**config.mk**
```make
export PLATFORM = sky130hd
export DESIGN_NAME = sa9_stream_fifo
export DESIGN_NICKNAME = d
export VERILOG_FILES = /design/src/rtl/sa9_stream_fifo.sv
export SDC_FILE = /design/constraint.sdc
export NUM_CORES = 1
export LEC_CHECK = 0
export CORE_AREA = 2 2 73 75
export DETAILED_ROUTE_END_ITERATION = 12
export DIE_AREA = 0 0 75 77
export HOLD_SLACK_MARGIN = 0.12
export PLACE_DENSITY_LB_ADDON = 0.3
export SYNTH_ARGS = -nofsm -noshare
export SYNTH_HDL_FRONTEND = slang
export SYNTH_SLANG_ARGS = --single-unit
```
**constraint.sdc**
```tcl
create_clock -name clk -period 4 [get_ports clk]
set_clock_uncertainty 0.1 [all_clocks]
set_input_delay 0.8 -clock clk [delete_from_list [all_inputs] [get_ports clk]]
set_output_delay 0.8 -clock clk [all_outputs]
set_load 0.01 [all_outputs]
```
**src/rtl/sa9_stream_fifo.sv**
```systemverilog
`default_nettype none
// ==== sa9_stream_fifo : registered valid/ready FIFO with pop counter and XOR checksum ====
// ==== rev 1.0                                                                         ====
module sa9_stream_fifo #(
  parameter int WIDTH = 8,
  parameter int DEPTH = 4,
  parameter int CW    = 16
) (
  input  logic                     clk,
  input  logic                     rst_n,
  input  logic                     in_valid,
  output logic                     in_ready,
  input  logic [WIDTH-1:0]         in_data,
  output logic                     out_valid,
  input  logic                     out_ready,
  output logic [WIDTH-1:0]         out_data,
  output logic [$clog2(DEPTH):0]   count,
  output logic [CW-1:0]            pop_cnt,
  output logic [WIDTH-1:0]         csum
);

  localparam int AW = $clog2(DEPTH);
  localparam int NW = AW + 1;
  localparam logic [NW-1:0] FULL_COUNT = NW'(DEPTH);

  logic [WIDTH-1:0] mem [DEPTH];
  logic [AW-1:0]    wr_ptr;
  logic [AW-1:0]    rd_ptr;
  logic [NW-1:0]    occ;
  logic             push;
  logic             pop;

  // Handshakes decode from registered occupancy only, so no in_* to out_* path exists.
  assign in_ready  = (occ != FULL_COUNT);
  assign out_valid = (occ != '0);
  assign push      = in_valid && in_ready;
  assign pop       = out_valid && out_ready;
  assign out_data  = out_valid ? mem[rd_ptr] : '0;
  assign count     = occ;

  always_ff @(posedge clk) begin
    if (push) begin
      mem[wr_ptr] <= in_data;
    end
  end

  always_ff @(posedge clk) begin
    if (!rst_n) begin
      wr_ptr  <= '0;
      rd_ptr  <= '0;
      occ     <= '0;
      pop_cnt <= '0;
      csum    <= '0;
    end else begin
      if (push) begin
        wr_ptr <= wr_ptr + AW'(1);
        csum   <= csum ^ in_data;
      end
      if (pop) begin
        rd_ptr  <= rd_ptr + AW'(1);
        pop_cnt <= pop_cnt + CW'(1);
      end
      case ({push, pop})
        2'b10:   occ <= occ + NW'(1);
        2'b01:   occ <= occ - NW'(1);
        default: occ <= occ;
      endcase
    end
  end

endmodule
`default_nettype wire

```
---- Yosys cells after proc, flatten, opt, wreduce, memory -nomap -nowiden ----
Memories as Yosys holds them, arrays and structs flattened. A register that Yosys moved wholly into a read port is not among the register bits.
Index checks and enable logic that the tools add are counted.
word-level totals
  bits in registers ....................... 31
  latch bits .............................. 0
  bits in writable memories ............... 32
  bits in read-only memories .............. 0
  bits of input ports ..................... 12
  output and inout port bits .............. 37
  word-level logic and storage cells ...... 25
  memories kept ........................... 1
memories
  memory  depth  width  rd ports  clocked after memory_dff  wr ports  line  RTL
  mem     4      8      1         1                         1         26    logic [WIDTH-1:0] mem [DEPTH];
operators by class
  $add $sub $neg .......................... 5
  $mul .................................... 0
  div/mod/pow operators ................... 0
  magnitude comparators ................... 0
  eq/ne operators ......................... 3
  shift-type cells ........................ 0
  mux-type cells .......................... 6
  bitwise gates (word level) .............. 1
  reduce and logical (&&, ||, !) cells .... 4
operators with widths
  kind                                                  count
  adder 16 x 1 -> 16 bit (second input constant)        1
  two-way mux 8 bit                                     1
  XOR 8 bit                                             1
  case mux 3 bit (2 select lines)                       1
  adder 2 x 1 -> 2 bit (second input constant)          2
  two-way mux 2 bit                                     2
  adder 3 x 1 -> 3 bit (second input constant)          1
  inequality test 3 bit (second input constant)         1
  nonzero test 3 bit                                    1
  subtractor 3 x 1 -> 3 bit (second input constant)     1
  equality test 2 x 1 -> 1 bit (second input constant)  1
  equality test 2 bit (second input constant)           1
  logical AND 1 bit                                     2
  two-way mux 1 bit                                     2
  nonzero test 2 bit                                    1

---- Depth between registers and ports, before layout ----
Gate-level depths: netlist of run 1.
  depth after elaboration ................. 4
  mapped depth ............................ 9
  mapped depth without buffers ............ 8

---- Worst setup path after synthesis of run 1 ----
No wires, ideal clock.
  kind .................................... input port to flip-flop
  start ................................... in out_ready
  end ..................................... reg occ[2], in the netlist count[2]
  library setup time ...................... 70 ps
  arrival time ............................ 2,368 ps
  data required time ...................... 3,830 ps
  setup slack ............................. 1,462 ps
  cell stages on the path ................. 8
  path buffers ............................ 1
  path through ............................ o31a_1 > clkbuf_1 > ha_1 > inv_1 > fa_1 > xor2_1 > or3_1 > a21oi_1
between the ends
  word-level cells in the longest chain between the ends .. 3
  elaborated cells between the ends (all ways) .. 5
  those cells by class .................... eq/ne (2); mux (1); reduce/logical (2)
ends and longest elaborated chain
  what                                                                          line  RTL
  start, declared                                                               15    input logic out_ready,
  logical AND 1 bit (*)                                                         37    assign pop = out_valid && out_ready;
  via pop                                                                       31    logic pop;
  equality test 2 x 1 -> 1 bit / equality test 2 bit (equally long branches)    63    case ({push, pop})
  case mux 3 bit (2 select lines) / nonzero test 2 bit (equally long branches)  --
  end signal, assigned                                                          64    2'b10: occ <= occ + NW'(1);
  end signal, assigned                                                          65    2'b01: occ <= occ - NW'(1);
  end, declared                                                                 29    logic [NW-1:0] occ;
The timed path passes the listed nets; every way through them passes the cells marked *.
A chain may end at the register's enable or synchronous reset.

==> impl_metrics.toml, run 1 <==
[critical_path]
cp-end-kind = "primary output"
start_kind = "register"
arrival_ns = 2.23
required_ns = 3.10
r2r_slack_ns = 1.34
cp_slowest_stage_delay_ns = 0.67
crit_type = "register to primary output"
crit_chain = "mux4_2, and2_1, clkdlybuf4s50_1"
r2r_start = "count[2]"
crit_slowest_cell = "dfxtp_1"
rr_endpoint = "count[2]"
r2r_cells = 8
cp-endpoint = "out_data[7]"
cp_max_fo = 8

[clock_tree]
clkTransAtPathRegs_ns = 0.07
holdBufCountCts = 0
post-cts-setup-buffers = 0
clkLatencyLatePin_ns = 0.34
cts_tree = "yes"
cts_sinks = 65
cts_resized = 0
cts.htree.levels = 3
cts-root-buf = "clkbuf_8"
ctsLongestPathBuffers = 2
numCtsBuffers = 9

[global_routing]
grt_pass1_vias = 1724
grt_usage = 0.201
antenna_found_initial = 0
grt-ovfl-total = 0
grt_pass1_wl_um = 8460
grt_max_degree = 18

[synthesis]
syn_inst = 217
synthesis.area_sq_um = 2700
synth_cell_types = 30
synth_fp_nets = 236
ys_ff_latch = 65
yosys_warnings = 0
yosysSeqAreaShare = 0.601
syn_avg_cell_area_sq_um = 12.4

[power_and_ir_drop]
power_w = 0.00207
ir_worst_vdd_v = 0.000412
p_per_area_nw_per_um2 = 597
power.static_leakage_nw = 1.23

[placement]
port_buffers = 48
hpwl_um = 3470
place_area_sq_um = 3230
gp_congestion = 0.751

[routing]
wl_met2_um = 2330
drtPass1Iterations = 4
vias = 1715
viasPerCell = 5.03
drc = 0
routed-wl-met3_um = 214
drtIter0Drc = 140
avgRoutedWirePerCell_um = 15.0
drtAntennaViolNets = 0
top_layer = "met4"
met1_length_um = 2460
drt_wl_total_um = 5120

[layout]
fillCellCount = 351
final_core_util = 0.696
fin_area_sq_um = 3470
drive_gt1_frac = 0.0996
antenna_cells = 0
fin_nets = 285
synthToLayoutAreaGrowth_pct = 28.4

[floorplan]
rows = 26
start_util = 0.542
pin_count = 49
die_area_sq_um = 5780
die_w_um = 75
die_h_um = 77
design.core.area_sq_um = 4980

[run]
drv_cap = 0

[outcome]
status = "finished, final reports clean"

[sta]
max_freq_mhz = 319
relSlewSlack = 0.635
period_needed_ns = 3.13
rsz0062_at_grt = "false"
worst_pin_slew_ns = 0.547
maxSlewViolCount = 0
fin_crit_sh = 0.783
setup_viol = 0
fin_tns_setup_ns = 0
hold_viol = 0

[hold_path]
worstHoldPathType = "register to register"
worst min path at each step:
stage | startpoint | to | slack (ns) | cells after the start
finish | pop_cnt[15] | pop_cnt[15] | 0.39 | 2
global route | wr_ptr[1] | wr_ptr[1] | 0.44 | 2
CTS | pop_cnt[15] | pop_cnt[15] | 0.39 | 2
detailed placement | pop_cnt[15] | pop_cnt[15] | 0.38 | 2
global placement | pop_cnt[15] | pop_cnt[15] | 0.37 | 2
floorplan | wr_ptr[1] | wr_ptr[1] | 0.37 | 2
synth_stat cells:
cell	n	area [sq um]
nand2_1	8	30.0
nor2_1	26	97.6
mux4_2	8	180
and2_1	8	50.1
nand4_1	6	37.5
nand3_4	1	17.5
o31ai_1	1	7.51
dfxtp_1	33	661
nor4_1	1	6.26
or4_1	1	7.51
and3_1	7	43.8
buf_2	2	10.0
a21oi_1	8	40.0
mux2i_1	1	10.0
nand3_1	13	65.1
edfxtp_1	32	961
o311a_4	1	21.3
o21ai_0	5	25.0
o31a_1	1	8.76
and4_1	2	17.5
xor2_1	19	166
or3_1	6	37.5
buf_4	1	7.51
or3b_1	1	8.76
inv_1	6	22.5
ha_1	6	75.1
xnor2_1	3	26.3
o21bai_1	1	7.51
fa_1	1	20.0
clkbuf_1	8	30.0
per-layer routing:
layer | GRT usage | up-vias
met2 | 0.289 | 47
met4 | 0.107 | 0
met3 | 0.0486 | 7
met1 | 0.278 | 792
met5 | 0 | -
li1 | - | 869
cells in the final DEF (no fill, tap or decap):
cell             netlist  layout
a21oi_1                8       8
and2_1                 8       8
and3_1                 7       7
and4_1                 2       2
buf_4                  1       1
bufinv_16              0       2
clkbuf_8               0      12
clkdlybuf4s50_1        0      48
clkinv_2               0       1
clkinv_4               0       1
dfxtp_1               33      33
edfxtp_1              32      32
fa_1                   1       1
ha_1                   6       6
inv_1                  6       6
mux2i_1                1       1
mux4_2                 8       8
nand2_1                8       8
nand3_1               13      13
nand3_4                1       1
nand4_1                6       6
nor2_1                26      26
nor4_1                 1       1
o21ai_0                5       5
o21bai_1               1       1
o311a_4                1       1
o31a_1                 1       1
o31ai_1                1       1
or3_1                  6       6
or3b_1                 1       1
or4_1                  1       1
xnor2_1                3       3
xor2_1                19      19
final cells by class:
| class | instances | area (sq um) | share of cell area |
|---|---|---|---|
| Timing Repair Buffer | 49 | 488 | 0.141 |
| Clock inverter | 4 | 73.8 | 0.0213 |
| Inverter | 6 | 22.5 | 0.00650 |
| Tap cell | 70 | 87.6 | 0.0253 |
| Multi-Input combinational cell | 135 | 1010 | 0.291 |
| Sequential cell | 65 | 1620 | 0.468 |
| Clock buffer | 12 | 165 | 0.0477 |
worst max-delay path, delay by kind of cell (launching register included):
kind,cells,cell delay [ns]
buffers and inverters,1,0.47
and+or+nand+nor,1,0.17
DFF,1,0.67
muxes,1,0.58
stage by stage:
stage | hold slack [ns] | std cells | worst slack, ns
floorplan | 0.369 | 217 | 1.46
CTS | 0.394 | 341 | 0.830
finish | 0.392 | 341 | 0.870
global placement | 0.375 | 325 | 0.973
detailed placement | 0.383 | 325 | 0.902
global route | 0.439 | 341 | 0.744
cells by family (layout without fill, tap and decap cells):
family                     after synthesis  count (layout)  share of synthesized area
DFF                                     65              65                      0.601
buffers and inverters                   17              71                     0.0260
AOI/OAI and AO/OA                       17              17                     0.0408
muxes                                    9               9                     0.0705
and+or+nand+nor                         80              80                      0.155
xor gates and xnor gates                22              22                     0.0714
adders and majority gates                7               7                     0.0352
report_power, final:
part	switching [W]	internal [W]
logic	0.000237	0.000317
registers	0.0000833	0.000782
clock network	0.000248	0.000402
flip-flops by register name, summed over array words and instances, names as in the netlist, named ones only:
| name | flops |
|---|---|
| csum | 8 |
| rd_ptr | 2 |
| mem | 32 |
| count | 3 |
| wr_ptr | 2 |
| pop_cnt | 16 |
Note: power is estimated with default switching activity, not from simulation.
==> run 2: changes to the inputs <==
CORE_AREA = 2 2 76 78   (was 2 2 73 75)
DIE_AREA = 0 0 78 80   (was 0 0 75 77)
clock period = 3.04 ns   (was 4 ns; I/O delays follow)
==> run 2 against run 1 <==
Flip-flop and latch count did not move. Highest routed layer unchanged. Critical path type unchanged. Die area rose by 8.1%. Critical endpoint is now out_data[1]. Via count rose by 4.1%. Setup slack got worse by 0.69 ns.
==> impl_metrics.toml, run 2 (synthesis results as in run 1) <==
[routing]
drtIter0Drc = 123
avgRoutedWirePerCell_um = 14.5
vias = 1785
met1_length_um = 2400
wl_met2_um = 2300
drtAntennaViolNets = 0
drtPass1Iterations = 5
drc = 0
drt_wl_total_um = 5030
top_layer = "met4"
routed-wl-met3_um = 254
viasPerCell = 5.13

[clock_tree]
clkLatencyLatePin_ns = 0.34
cts.htree.levels = 3
numCtsBuffers = 9
post-cts-setup-buffers = 0
holdBufCountCts = 0
cts_sinks = 65
cts_resized = 0
cts-root-buf = "clkbuf_8"
ctsLongestPathBuffers = 2
cts_tree = "yes"
clkTransAtPathRegs_ns = 0.06

[sta]
fin_tns_setup_ns = 0
maxSlewViolCount = 0
fin_crit_sh = 0.942
relSlewSlack = 0.706
period_needed_ns = 2.86
worst_pin_slew_ns = 0.441
max_freq_mhz = 349
rsz0062_at_grt = "false"
setup_viol = 0
hold_viol = 0

[floorplan]
die_w_um = 78
design.core.area_sq_um = 5410
die_area_sq_um = 6240
start_util = 0.499
pin_count = 49
die_h_um = 80
rows = 27

[layout]
multiInputGateArea_sq_um = 1010
final_core_util = 0.642
drive_gt1_frac = 0.101
fin_nets = 290
fin_area_sq_um = 3470
final_cells = 348
antenna_cells = 0
largest-register = "mem"
fillCellCount = 433
reg.largest.list = "mem (32), pop_cnt (16), csum (8)"
synthToLayoutAreaGrowth_pct = 28.6
final_cell_mix = "clkdlybuf4s50_1 (48), dfxtp_1 (33), edfxtp_1 (32), nor2_1 (26), xor2_1 (19)"
seq_area_sq_um = 1620
largest_register_ffs = 32
final_common_cell = "clkdlybuf4s50_1"

[global_routing]
grt-ovfl-total = 0
grt_usage = 0.176
grt_pass1_wl_um = 8220
antenna_found_initial = 0
grt_pass1_vias = 1689
grt_max_degree = 15

[critical_path]
r2r_start = "count[2]"
r2r_cells = 8
crit_slowest_cell = "dfxtp_1"
crit_chain = "buf_4, mux4_2, and2_1, clkdlybuf4s50_1"
cp_slowest_stage_delay_ns = 0.49
crit_type = "register to primary output"
cp-end-kind = "primary output"
path_delay_family = "buffers and inverters"
r2r_slack_ns = 0.66
cp_max_fo = 5
required_ns = 2.33
arrival_ns = 2.16
rr_endpoint = "count[2]"
path_buf_inv = 2
start_kind = "register"

[hold_path]
hold_path_startpoint = "pop_cnt[15]"
worstHoldPathType = "register to register"
whs_endpoint = "pop_cnt[15]"
hold-path-cell-count = 2

[power_and_ir_drop]
power.static_leakage_nw = 1.24
p_per_area_nw_per_um2 = 770
ir_worst_vdd_v = 0.000628

[placement]
hpwl_um = 3440
place_area_sq_um = 3270
gp_congestion = 0.774
placedCellCount = 332
port_buffers = 48

[run]
drv_cap = 0

[outcome]
status = "finished, final reports clean"
-- run 2: cell count changes in the layout (fill, tap and decap cells not counted) --
cell,before,now
clkinv_1,0,2
buf_4,1,6
clkbuf_8,12,9
clkbuf_1,0,2
clkinv_4,1,0
-- run 2: cell type report --
cell class              count  area share
flip-flops and latches     65       0.467
multi-input cells         135       0.290
clock buffers              11      0.0379
inverters                   6     0.00649
repair buffers             54       0.151
well taps                  72      0.0260
clock inverters             5      0.0209
-- run 2: tightest hold or removal path, cell delays in order (launching register included) --
cell and delay [ns]:
dfxtp_1 0.32, o31ai_1 0.06, a21oi_1 0.05
-- run 2: worst max path at each step --
stage / end / depth (start not counted) / from / slack (ns)
3_5_place_dp: count[2] / 8 / out_ready / 0.39
2_1_floorplan: count[2] / 9 / count[2] / 0.66
5_1_grt: out_data[1] / 4 / register / 0.04
6_report: out_data[1] / 4 / register / 0.18
3_3_place_gp: count[2] / 8 / out_ready / 0.44
4_1_cts: out_data[3] / 4 / register / 0.14
-- run 2: power breakdown --
group | switching (W) | total [W] | leakage (nW) | internal, W
Combinational | 0.000341 | 0.000781 | 0.573 | 0.000440
Sequential | 0.0000932 | 0.00112 | 0.562 | 0.00103
Clock | 0.000315 | 0.000770 | 0.102 | 0.000456
Total | 0.000748 | 0.00267 | 1.24 | 0.00192
-- run 2: per-layer routing --
metal,up-vias,track usage
met5,-,0
met4,0,0.0684
met2,41,0.260
met1,851,0.238
met3,6,0.0622
li1,887,-
-- run 2: through the flow --
stage | total power [W] | hold WS [ns] | setup slack (ns)
6_report | 0.00267 | 0.380 | 0.176
5_1_grt | 0.00281 | 0.411 | 0.0440
4_1_cts | 0.00270 | 0.387 | 0.136
3_5_place_dp | 0.00192 | 0.379 | 0.390
3_3_place_gp | 0.00190 | 0.369 | 0.436
2_1_floorplan | 0.00157 | 0.369 | 0.659
==> run 3: changes to the inputs <==
==> constraint.sdc (replaced) <==
create_clock -name clk -period 3.04 [get_ports clk]
set_clock_uncertainty 0.1 [all_clocks]
set_input_delay 0.76 -clock clk [delete_from_list [all_inputs] [get_ports clk]]
set_output_delay 0.76 -clock clk [all_outputs]
set_load 0.01 [all_outputs]
==> run 3 against run 2 <==
Die area unchanged. Clock power decreased by 10%. Design area decreased by 0.50%. Register-to-register slack about the same. Routed wire length decreased by 4.1%. Flip-flop and latch count unchanged. First-iteration DRC count decreased by 4.1%. Via count decreased by 1.8%. Setup slack improved by 0.013 ns. Clock-buffer cell count decreased by 1. Non-clock buffer count unchanged.
==> impl_metrics.toml, run 3 (synthesis results as in run 1) <==
[outcome]
status = "finished, final reports clean"

[placement]
gp_congestion = 0.785
port_buffers = 48
place_area_sq_um = 3270
hpwl_um = 3330

[routing]
drc = 0
drtIter0Drc = 118
avgRoutedWirePerCell_um = 13.9
drt_wl_total_um = 4820
drtPass1Iterations = 5
vias = 1752
viasPerCell = 5.03
drtAntennaViolNets = 0

[layout]
reg.largest.list = "mem (32), pop_cnt (16), csum (8)"
final_common_cell = "clkdlybuf4s50_1"
final_core_util = 0.639
synthToLayoutAreaGrowth_pct = 28.0
antenna_cells = 0
drive_gt1_frac = 0.112
fin_area_sq_um = 3450
fin_nets = 290
largest_register_ffs = 32
largest-register = "mem"
final_cell_mix = "clkdlybuf4s50_1 (48), dfxtp_1 (33), edfxtp_1 (32), nor2_1 (26), xor2_1 (19)"
fillCellCount = 443

[global_routing]
grt_usage = 0.177
grt_pass1_vias = 1776
grt_pass1_wl_um = 8420
grt_max_degree = 17
grt-ovfl-total = 0
antenna_found_initial = 0

[floorplan]
rows = 27
pin_count = 49
die_area_sq_um = 6240
start_util = 0.499
die_h_um = 80
design.core.area_sq_um = 5410
die_w_um = 78

[sta]
max_freq_mhz = 351
relSlewSlack = 0.693
maxSlewViolCount = 0
fin_crit_sh = 0.938
hold_slack_ns = 0.385
fin_tns_setup_ns = 0
hold_viol = 0
setup_viol = 0
period_needed_ns = 2.85
rsz0062_at_grt = "false"
worst_pin_slew_ns = 0.460

[clock_tree]
cts_sinks = 65
cts_resized = 0
cts-root-buf = "clkbuf_8"
holdBufCountCts = 0
cts_tree = "yes"
cts.htree.levels = 3
clkLatencyLatePin_ns = 0.33
post-cts-setup-buffers = 0
ctsLongestPathBuffers = 2
numCtsBuffers = 9
clkTransAtPathRegs_ns = 0.06

[critical_path]
crit_type = "register to primary output"
required_ns = 2.18
cp_max_fo = 8
start_kind = "register"
arrival_ns = 1.99
cp-end-kind = "primary output"

[power_and_ir_drop]
ir_worst_vdd_v = 0.000546
power_w = 0.00258
power.static_leakage_nw = 1.23
p_per_area_nw_per_um2 = 746

[hold_path]
worstHoldPathType = "register to register"

[run]
drv_cap = 0
run 3: cell types whose count changed in the layout (fill, tap and decap cells not counted):
cell       before  now
clkbuf_1        2    1
clkinv_1        2    0
clkinv_4        0    1
clkinv_2        1    4
bufinv_16       2    1
run 3: cell type report:
cell class / instances / area (sq um) / area share
inverter: 6 / 22.5 / 0.00652
clock buffer: 10 / 128 / 0.0370
clock inverter: 6 / 58.8 / 0.0170
sequential: 65 / 1620 / 0.470
timing repair buffer: 54 / 526 / 0.152
multi-input combinational: 135 / 1010 / 0.292
tap: 72 / 90.1 / 0.0261
run 3: critical path, cell delays in order, from the launching register on:
cell	delay, ns
dfxtp_1	0.31
buf_4	0.20
mux4_2	0.53
and2_1	0.17
clkdlybuf4s50_1	0.47
run 3: final timing paths:
kind	startpoint	cells after the start	slack [ns]	endpoint
worst min-delay path	pop_cnt[15]	2	0.39	pop_cnt[15]
worst min register to register	pop_cnt[15]	2	0.39	pop_cnt[15]
worst max-delay path	register	4	0.19	out_data[0]
worst max register to register	count[2]	8	0.66	count[2]
run 3: layer usage:
layer / GRT usage / up-vias / wire, um
met4: 0.0684 / 0 / 73
met3: 0.0554 / 7 / 200
li1: - / 889 / -
met1: 0.235 / 816 / 2380
met2: 0.272 / 40 / 2170
met5: 0 / - / 0
run 3: through the flow:
step / setup slack [ns] / instances
3_3_place_gp: 0.278 / 332
5_1_grt: 0.0740 / 348
2_1_floorplan: 0.542 / 217
6_report: 0.189 / 348
3_5_place_dp: 0.224 / 332
4_1_cts: 0.159 / 348
run 3: where the power goes:
part | switching (W) | total (W) | internal, W
sequential | 0.0000787 | 0.00111 | 0.00103
combinational | 0.000341 | 0.000781 | 0.000439
clock | 0.000315 | 0.000690 | 0.000374
total | 0.000735 | 0.00258 | 0.00184
